===== config.mk =====
export PLATFORM = sky130hd
export DESIGN_NAME = simple_dma_controller
export DESIGN_NICKNAME = d
export VERILOG_FILES = /design/src/rtl/simple_dma_controller.sv
export SDC_FILE = /design/constraint.sdc
export NUM_CORES = 1
export LEC_CHECK = 0
export BUFFER_PORTS_ARGS = -buffer_cell sky130_fd_sc_hd__clkbuf_2
export CELL_PAD_IN_SITES_DETAIL_PLACEMENT = 0
export CELL_PAD_IN_SITES_GLOBAL_PLACEMENT = 1
export CORE_MARGIN = 2
export CORE_UTILIZATION = 31
export CTS_CLUSTER_DIAMETER = 40
export DETAILED_ROUTE_END_ITERATION = 10
export PLACE_DENSITY = 0.77
export SLEW_MARGIN = 40
export SYNTH_ARGS = -nofsm -noshare
export SYNTH_HDL_FRONTEND = slang
export SYNTH_SLANG_ARGS = --single-unit

===== constraint.sdc =====
create_clock -name clk -period 2 [get_ports clk]
set_input_delay 0.3 -clock clk [delete_from_list [all_inputs] [get_ports clk]]
set_output_delay 0.3 -clock clk [all_outputs]
set_load 0.01 [all_outputs]

===== src/rtl/simple_dma_controller.sv =====
// simple_dma_controller: controller side of the simple DMA device handshake.
// Moves 16-bit words between one DMA device and memory over the openMSP430
// DMA master port, one word per device handshake, then pulses an end flag and
// waits for the device to release its request.
// Optional build macro DMA_ERR_ABORT_EN: a memory access answered with
// dma_resp aborts the transfer and raises the sticky dma_error flag.
module simple_dma_controller #(
    parameter logic PRIORITY = 1'b0
) (
    input  logic        clk,
    input  logic        reset,
    input  logic        dev_rqst,
    input  logic        dev_rd_wr,
    input  logic [15:0] dev_start_addr,
    input  logic [15:0] dev_num_words,
    input  logic        dev_ack,
    input  logic [15:0] dev_wdata,
    output logic [15:0] dev_rdata,
    output logic        dev_dma_ack,
    output logic        dev_end_flag,
    output logic [14:0] dma_addr,
    output logic [15:0] dma_din,
    output logic        dma_en,
    output logic [1:0]  dma_we,
    output logic        dma_priority,
    output logic        dma_wkup,
    input  logic [15:0] dma_dout,
    input  logic        dma_ready,
    input  logic        dma_resp,
    output logic        dma_error
);

    localparam int unsigned DATA_W = 16;
    localparam int unsigned ADDR_W = 15;
    localparam int unsigned CNT_W  = 16;

    typedef enum logic [2:0] {
        S_IDLE,
        S_RD_REQ,
        S_RD_DATA,
        S_RD_DEV,
        S_WR_DEV,
        S_WR_REQ,
        S_DONE,
        S_WAIT_REL
    } state_t;

    state_t              r_state;
    state_t              w_state_nxt;
    logic [ADDR_W-1:0]   r_waddr;
    logic [CNT_W-1:0]    r_cnt;
    logic [DATA_W-1:0]   r_rdata;
    logic [DATA_W-1:0]   r_wdata;

    logic w_start;
    logic w_acc_ok;
    logic w_err_hit;
    logic w_word_done;
    logic w_last;
    logic w_unused;

    // Byte address bit 0 is meaningless for word transfers; the word address is
    // kept directly so +1 here equals +2 on the byte address, wrapping mod 2^16.
    assign w_unused    = ^{dev_start_addr[0], dma_resp};

    assign w_start     = (r_state == S_IDLE) && dev_rqst;
    assign w_acc_ok    = ((r_state == S_RD_REQ) || (r_state == S_WR_REQ)) && dma_ready;
`ifdef DMA_ERR_ABORT_EN
    assign w_err_hit   = w_acc_ok && dma_resp;
`else
    assign w_err_hit   = 1'b0;
`endif
    assign w_word_done = ((r_state == S_RD_DEV) && dev_ack) ||
                         ((r_state == S_WR_REQ) && dma_ready && !w_err_hit);
    assign w_last      = (r_cnt == CNT_W'(1));

    assign dev_rdata    = r_rdata;
    assign dma_priority = PRIORITY;
    assign dma_wkup     = (r_state != S_IDLE);

    // State register
    always_ff @(posedge clk or posedge reset) begin
        if (reset) begin
            r_state <= S_IDLE;
        end else begin
            r_state <= w_state_nxt;
        end
    end

    // Next-state and handshake/memory-port outputs
    always_comb begin
        w_state_nxt  = r_state;
        dma_en       = 1'b0;
        dma_we       = 2'b00;
        dma_addr     = '0;
        dma_din      = '0;
        dev_dma_ack  = 1'b0;
        dev_end_flag = 1'b0;
        case (r_state)
            S_IDLE: begin
                if (dev_rqst) begin
                    if (dev_num_words == '0) begin
                        w_state_nxt = S_DONE;
                    end else if (dev_rd_wr) begin
                        w_state_nxt = S_RD_REQ;
                    end else begin
                        w_state_nxt = S_WR_DEV;
                    end
                end
            end
            S_RD_REQ: begin
                dma_en   = 1'b1;
                dma_addr = r_waddr;
                if (dma_ready) begin
                    w_state_nxt = w_err_hit ? S_DONE : S_RD_DATA;
                end
            end
            S_RD_DATA: begin
                w_state_nxt = S_RD_DEV;
            end
            S_RD_DEV: begin
                dev_dma_ack = dev_ack;
                if (dev_ack) begin
                    w_state_nxt = w_last ? S_DONE : S_RD_REQ;
                end
            end
            S_WR_DEV: begin
                dev_dma_ack = dev_ack;
                if (dev_ack) begin
                    w_state_nxt = S_WR_REQ;
                end
            end
            S_WR_REQ: begin
                dma_en   = 1'b1;
                dma_we   = 2'b11;
                dma_addr = r_waddr;
                dma_din  = r_wdata;
                if (dma_ready) begin
                    w_state_nxt = (w_err_hit || w_last) ? S_DONE : S_WR_DEV;
                end
            end
            S_DONE: begin
                dev_end_flag = 1'b1;
                w_state_nxt  = S_WAIT_REL;
            end
            S_WAIT_REL: begin
                if (!dev_rqst) begin
                    w_state_nxt = S_IDLE;
                end
            end
            default: begin
                w_state_nxt = S_IDLE;
            end
        endcase
    end

    // Transfer address/count and word buffers in both directions
    always_ff @(posedge clk or posedge reset) begin
        if (reset) begin
            r_waddr <= '0;
            r_cnt   <= '0;
            r_rdata <= '0;
            r_wdata <= '0;
        end else begin
            if (w_start) begin
                r_waddr <= dev_start_addr[15:1];
                r_cnt   <= dev_num_words;
            end
            if (w_word_done) begin
                r_waddr <= r_waddr + ADDR_W'(1);
                r_cnt   <= r_cnt - CNT_W'(1);
            end
            if (r_state == S_RD_DATA) begin
                r_rdata <= dma_dout;
            end
            if ((r_state == S_WR_DEV) && dev_ack) begin
                r_wdata <= dev_wdata;
            end
        end
    end

`ifdef DMA_ERR_ABORT_EN
    logic r_error;

    // Sticky access-error flag, cleared when the next transfer starts
    always_ff @(posedge clk or posedge reset) begin
        if (reset) begin
            r_error <= 1'b0;
        end else if (w_err_hit) begin
            r_error <= 1'b1;
        end else if (w_start) begin
            r_error <= 1'b0;
        end
    end

    assign dma_error = r_error;
`else
    assign dma_error = 1'b0;
`endif

endmodule


**After elaboration in Yosys (flattened, before gate mapping)**

Index checks and enable logic that the tools add are counted.

- Bits in registers: 66
- Output and inout bits: 55
- Input port bits: 71
- Logic and storage cells: 54

- Muxes and demuxes: 21
- Reductions and logical operators: 12
- $add $sub $neg: 2
- Eq/ne operators: 14

Operators by type and width:

| operator | number |
|---|---|
| 16-bit two-way mux | 3 |
| 15-bit two-way mux | 3 |
| 3-bit two-way mux | 9 |
| 3-bit one-hot mux with 8 select lines | 1 |
| 16-bit by 1-bit equality test with 1-bit output (second input constant) | 1 |
| 16-bit zero test | 1 |
| 16-bit by 1-bit subtractor with 16-bit output (second input constant) | 1 |
| 15-bit by 1-bit adder with 15-bit output (second input constant) | 1 |
| 3-bit equality test (second input constant) | 4 |
| 2-bit != test (second input constant) | 6 |
| 3-bit by 2-bit equality test with 1-bit output (second input constant) | 2 |
| 6-bit AND reduction | 1 |
| 1-bit logical AND | 4 |
| 2-bit two-way mux | 2 |
| 2-bit OR reduction | 2 |
| 3-bit by 1-bit equality test with 1-bit output (second input constant) | 1 |
| 3-bit zero test | 1 |
| 1-bit two-way mux | 3 |
| 3-bit nonzero test | 1 |
| 2-bit nonzero test | 1 |
| 1-bit logical OR | 1 |

**Depth between registers and ports, before layout**

- Depth in word-level cells: 4
- Gate-level depth with buffers: 7
- Depth with buffers taken out: 6

**Worst setup path after synthesis**

No wires, ideal clock.

- Path kind: reg-to-reg
- Start: register r_cnt[2]
- End: register r_cnt[12]
- Setup time: 140 ps
- Stages on the path, launching flop included: 7
- Clock period less this slack: 1871 ps
- Buffers on the path: 1
- Required time: 1860 ps
- Slack: 129 ps
- Arrival: 1730 ps
- Cells stage by stage: dfrtp_1 > or4_1 > buf_2 > nor2_1 > nand3_1 > o311ai_1 > o211ai_1

- Cells in the longest elaborated chain, start to end: 2

Ends and longest elaborated chain:

| item | line | source |
|---|---|---|
| from (decl) | 51 | `logic [CNT_W-1:0] r_cnt;` |
| from (signal assigned) | 167 | `r_cnt <= dev_num_words;` |
| from (signal assigned) | 171 | `r_cnt <= r_cnt - CNT_W'(1);` |
| 16-bit by 1-bit subtractor with 16-bit output | 171 |  |
| 16-bit two-way mux | 169 | `if (w_word_done) begin` |

No other way between the ends.
A chain may end at the register's enable or synchronous reset.

**Final worst setup path**

- Start: register r_state[1]
- End: output dma_din[13]

- Cells in the longest elaborated chain, start to end: 2

Ends and longest elaborated chain:

| item | line | source |
|---|---|---|
| from (decl) | 48 | `state_t r_state;` |
| from (signal assigned) | 86 | `r_state <= w_state_nxt;` |
| 3-bit equality test | 99 | `case (r_state)` |
| 16-bit two-way mux | 99 |  |
| to (decl) | 22 | `output logic [15:0] dma_din,` |

No other way between the ends.

==> results.py <==
metrics = {
    "final_layout": {
        "post-route-util_pct": 42.6,
        "area_delta_synth_final_pct": 33.3,
        "nets": 555,
        "drive_above_1_share_pct": 38.1,
        "antennaDiodeCount": 0,
        "seqCellArea_mm2": 0.00165,
        "multi_input_area_mm2": 0.00175,
        "fillerInstances": 1090,
    },
    "synthesis": {
        "ys_seq_elements": 66,
        "seq_area_frac_synth_pct": 47.5,
        "synth_top_family_by_area": "simple AND/OR/NAND/NOR gates",
        "synth-xor-area-share_pct": 0,
        "synth_compound_area_share_pct": 16.5,
        "synth_mux_area_share_pct": 10.4,
        "yosys_warnings": 0,
        "synth_area_per_cell_um2": 10.1,
        "synth_fa_ha_area_share_pct": 1.08,
        "synth.area.top_cells": "dfrtp_1, mux2_1, and3_1, nand2_1, o211ai_1",
        "synth-edff-count": 0,
        "synth_ff_type": "dfrtp_1",
        "netlist_top_cells_count": "dfrtp_1, nand2_1, mux2_1, nor2_1, and3_1",
        "synth.distinct_cells": 50,
        "yosys.area.top_type_share_pct": 47.5,
        "yosys.area_share.simple_pct": 20.7,
        "synth_top_cell_by_area": "dfrtp_1",
        "syn_area_mm2": 0.00348,
        "netlist_instances": 345,
        "synthArstFlopShare_pct": 100,
        "yosys.cell_count.top_type": "dfrtp_1",
    },
    "outcome": {
        "outcome": "finished, violations left",
        "violations": "hold timing",
    },
    "cts": {
        "clock_path_buffers": 2,
        "cts_made_buffers": 9,
        "cts_sinks": 66,
        "cts_tree": "yes",
        "hold_buffers": 0,
        "clk_latency_ns": 0.34,
        "htree_num_levels": 3,
        "clkSlewWorstSetupHoldPaths_ns": 0.08,
        "root_buffer": "clkbuf_8",
        "cts_setup_buffers": 0,
    },
    "die": {
        "fp-row-count": 38,
        "dieArea_mm2": 0.0121,
        "initial_core_util_pct": 31.9,
        "dieHeight_um": 110,
        "ios": 126,
        "core_area_mm2": 0.0109,
        "die_x_um": 110,
    },
    "placed_design": {
        "gp_congestion": 0.851,
        "post-dp-hpwl_um": 6940,
        "dp_slack_ns": -0.00235,
        "numPortBuffers": 121,
    },
    "setup_path": {
        "slowest_delay_ns": 0.39,
        "worstSetupStartpointType": "register",
        "crit_path_end_kind": "output pin",
        "worstPathArrival_ns": 1.60,
        "crit_path_top_delay_cell": "dfrtp_1",
        "critPathMaxFanout": 16,
        "path_class": "reg2out",
        "crit_required_ns": 1.70,
        "crit_chain": "buf_4 > nand2b_4 > inv_2 > buf_6 > and3_1 > clkbuf_2",
    },
    "job": {
        "cap_violations": 0,
    },
    "power_and_ir_drop": {
        "p_per_area_mw_per_mm2": 1470,
        "peakVddDrop_mv": 0.528,
        "p_leak_nw": 2.18,
    },
    "timing": {
        "max-slew-margin-rel_pct": 62.8,
        "rsz0062_at_grt": "no",
        "hold_slack_ns": -0.00626,
        "post-route-period-util_pct": 94.9,
        "finClkSkew_ns": 0.00958,
        "min_period_ns": 1.90,
        "setup_violations": 0,
        "max_freq_mhz": 527,
        "worst_pin_slew_ns": 0.553,
        "hold_viol": 1,
        "report.final.slew_viol_count": 0,
        "fin_ws_ns": 0.102,
    },
    "routing": {
        "routed_wl_um": 9280,
        "num_vias": 3173,
        "avgRoutedWirePerCell_um": 14.8,
        "drt-initial-drc-count": 200,
        "vias_per_cell": 5.07,
        "drcViolationCount": 0,
        "drt_pass1_iterations": 4,
        "ant_nets": 0,
    },
    "global_route": {
        "grt_pass1_wl_um": 14700,
        "antenna_found_initial": 0,
        "global_route.overflow_total": 0,
        "first_global_vias": 3038,
        "grt_max_degree": 67,
        "grt_use_total_pct": 15.6,
    },
    "hold_path": {
        "hold_path.class": "in2async",
    },
}
[state kept, by name, indices dropped and copies added, names as in the netlist]
signal	count
dev_rdata	16
r_cnt	16
r_state	3
r_waddr	15
r_wdata	16
[final cells by class]
class | instances | area share, %
timing repair buffer | 147 | 17.7
clock inverter | 5 | 1.70
clock buffer | 11 | 2.83
inverter | 7 | 0.567
sequential | 66 | 35.6
tap | 140 | 3.78
multi-input combinational | 250 | 37.8
[routing by layer]
metal	share of wire (%)	up-vias	GRT usage, %
li1	-	1545	-
met1	46	1504	20.8
met2	45	116	24.7
met3	7.0	8	2.90
met4	1.4	0	6.60
met5	0	-	0
[cell usage in the layout, fill, tap and decap left out, types with 3 or more instances in the layout]
cell and count:
a32oi_1 3, o211ai_1 16, inv_2 3, a211oi_1 7, a21o_1 3, o21ai_1 6
and3_1 20, o21ai_0 6, nand4_1 4, and2_1 17, nand2_1 33, o22ai_1 3
mux2_2 7, mux2_1 25, buf_4 23, a21oi_1 7, inv_1 4, nand3_1 11
nor3_1 6, o311ai_1 8, nor2_1 23, dfrtp_1 66, ha_1 3, clkbuf_2 121
clkbuf_8 9, nor4_1 6
[per-stage QoR]
stage          instances  TNS [ns]  total power, mW  area (um^2)
3_5_place_dp         610  -0.00235             5.56         4380
2_1_floorplan        346         0             4.34         3480
3_3_place_gp         610         0             5.46         4380
6_report             626         0             6.80         4630
5_1_grt              626         0             7.36         4630
4_1_cts              626         0             6.82         4600
[final timing paths]
| path | start | end | depth (start not counted) | slack [ns] |
|---|---|---|---|---|
| setup / recovery | r_state[1]$_DFFE_PP0P_ | dma_din[13] | 6 | 0.10 |
| hold / removal | reset | r_wdata[9]$_DFFE_PP0P_ | 3 | -0.006 |
| hold reg to reg | r_wdata[6]$_DFFE_PP0P_ | r_wdata[6]$_DFFE_PP0P_ | 1 | 0.48 |
| min in group clk | dev_start_addr[4] | r_waddr[3]$_DFFE_PP0P_ | 3 | 0.17 |
| setup reg to reg | r_cnt[6]$_DFFE_PP0P_ | r_cnt[12]$_DFFE_PP0P_ | 5 | 0.14 |
| max in group asynchronous | reset | r_cnt[7]$_DFFE_PP0P_ | 3 | 1.68 |
[critical path: cells and delay by family, from the launching register on]
family                 cells  cell delay (ns)
buffers and inverters      4             0.53
DFF                        1             0.39
and+or+nand+nor            2             0.34
[what timing repair did]
action	in CTS	in global routing
gates cloned	0	0
endpoints found under the hold margin	0	0
resized for setup	3	6
setup endpoints to repair	2	37
[report_power, final]
group          switching (mW)  internal [mW]
Sequential              0.482           1.99
Combinational            1.66           1.46
Clock                   0.503          0.701
[kinds of logic after synthesis]
kind of cell               count (synthesis)
DFF                                       66
adders and majority gates                  3
AOI/OAI and AO/OA                         76
muxes                                     32
other                                      1
and+or+nand+nor                          137
buffers and inverters                     30
(Power assumes the default switching activity.)
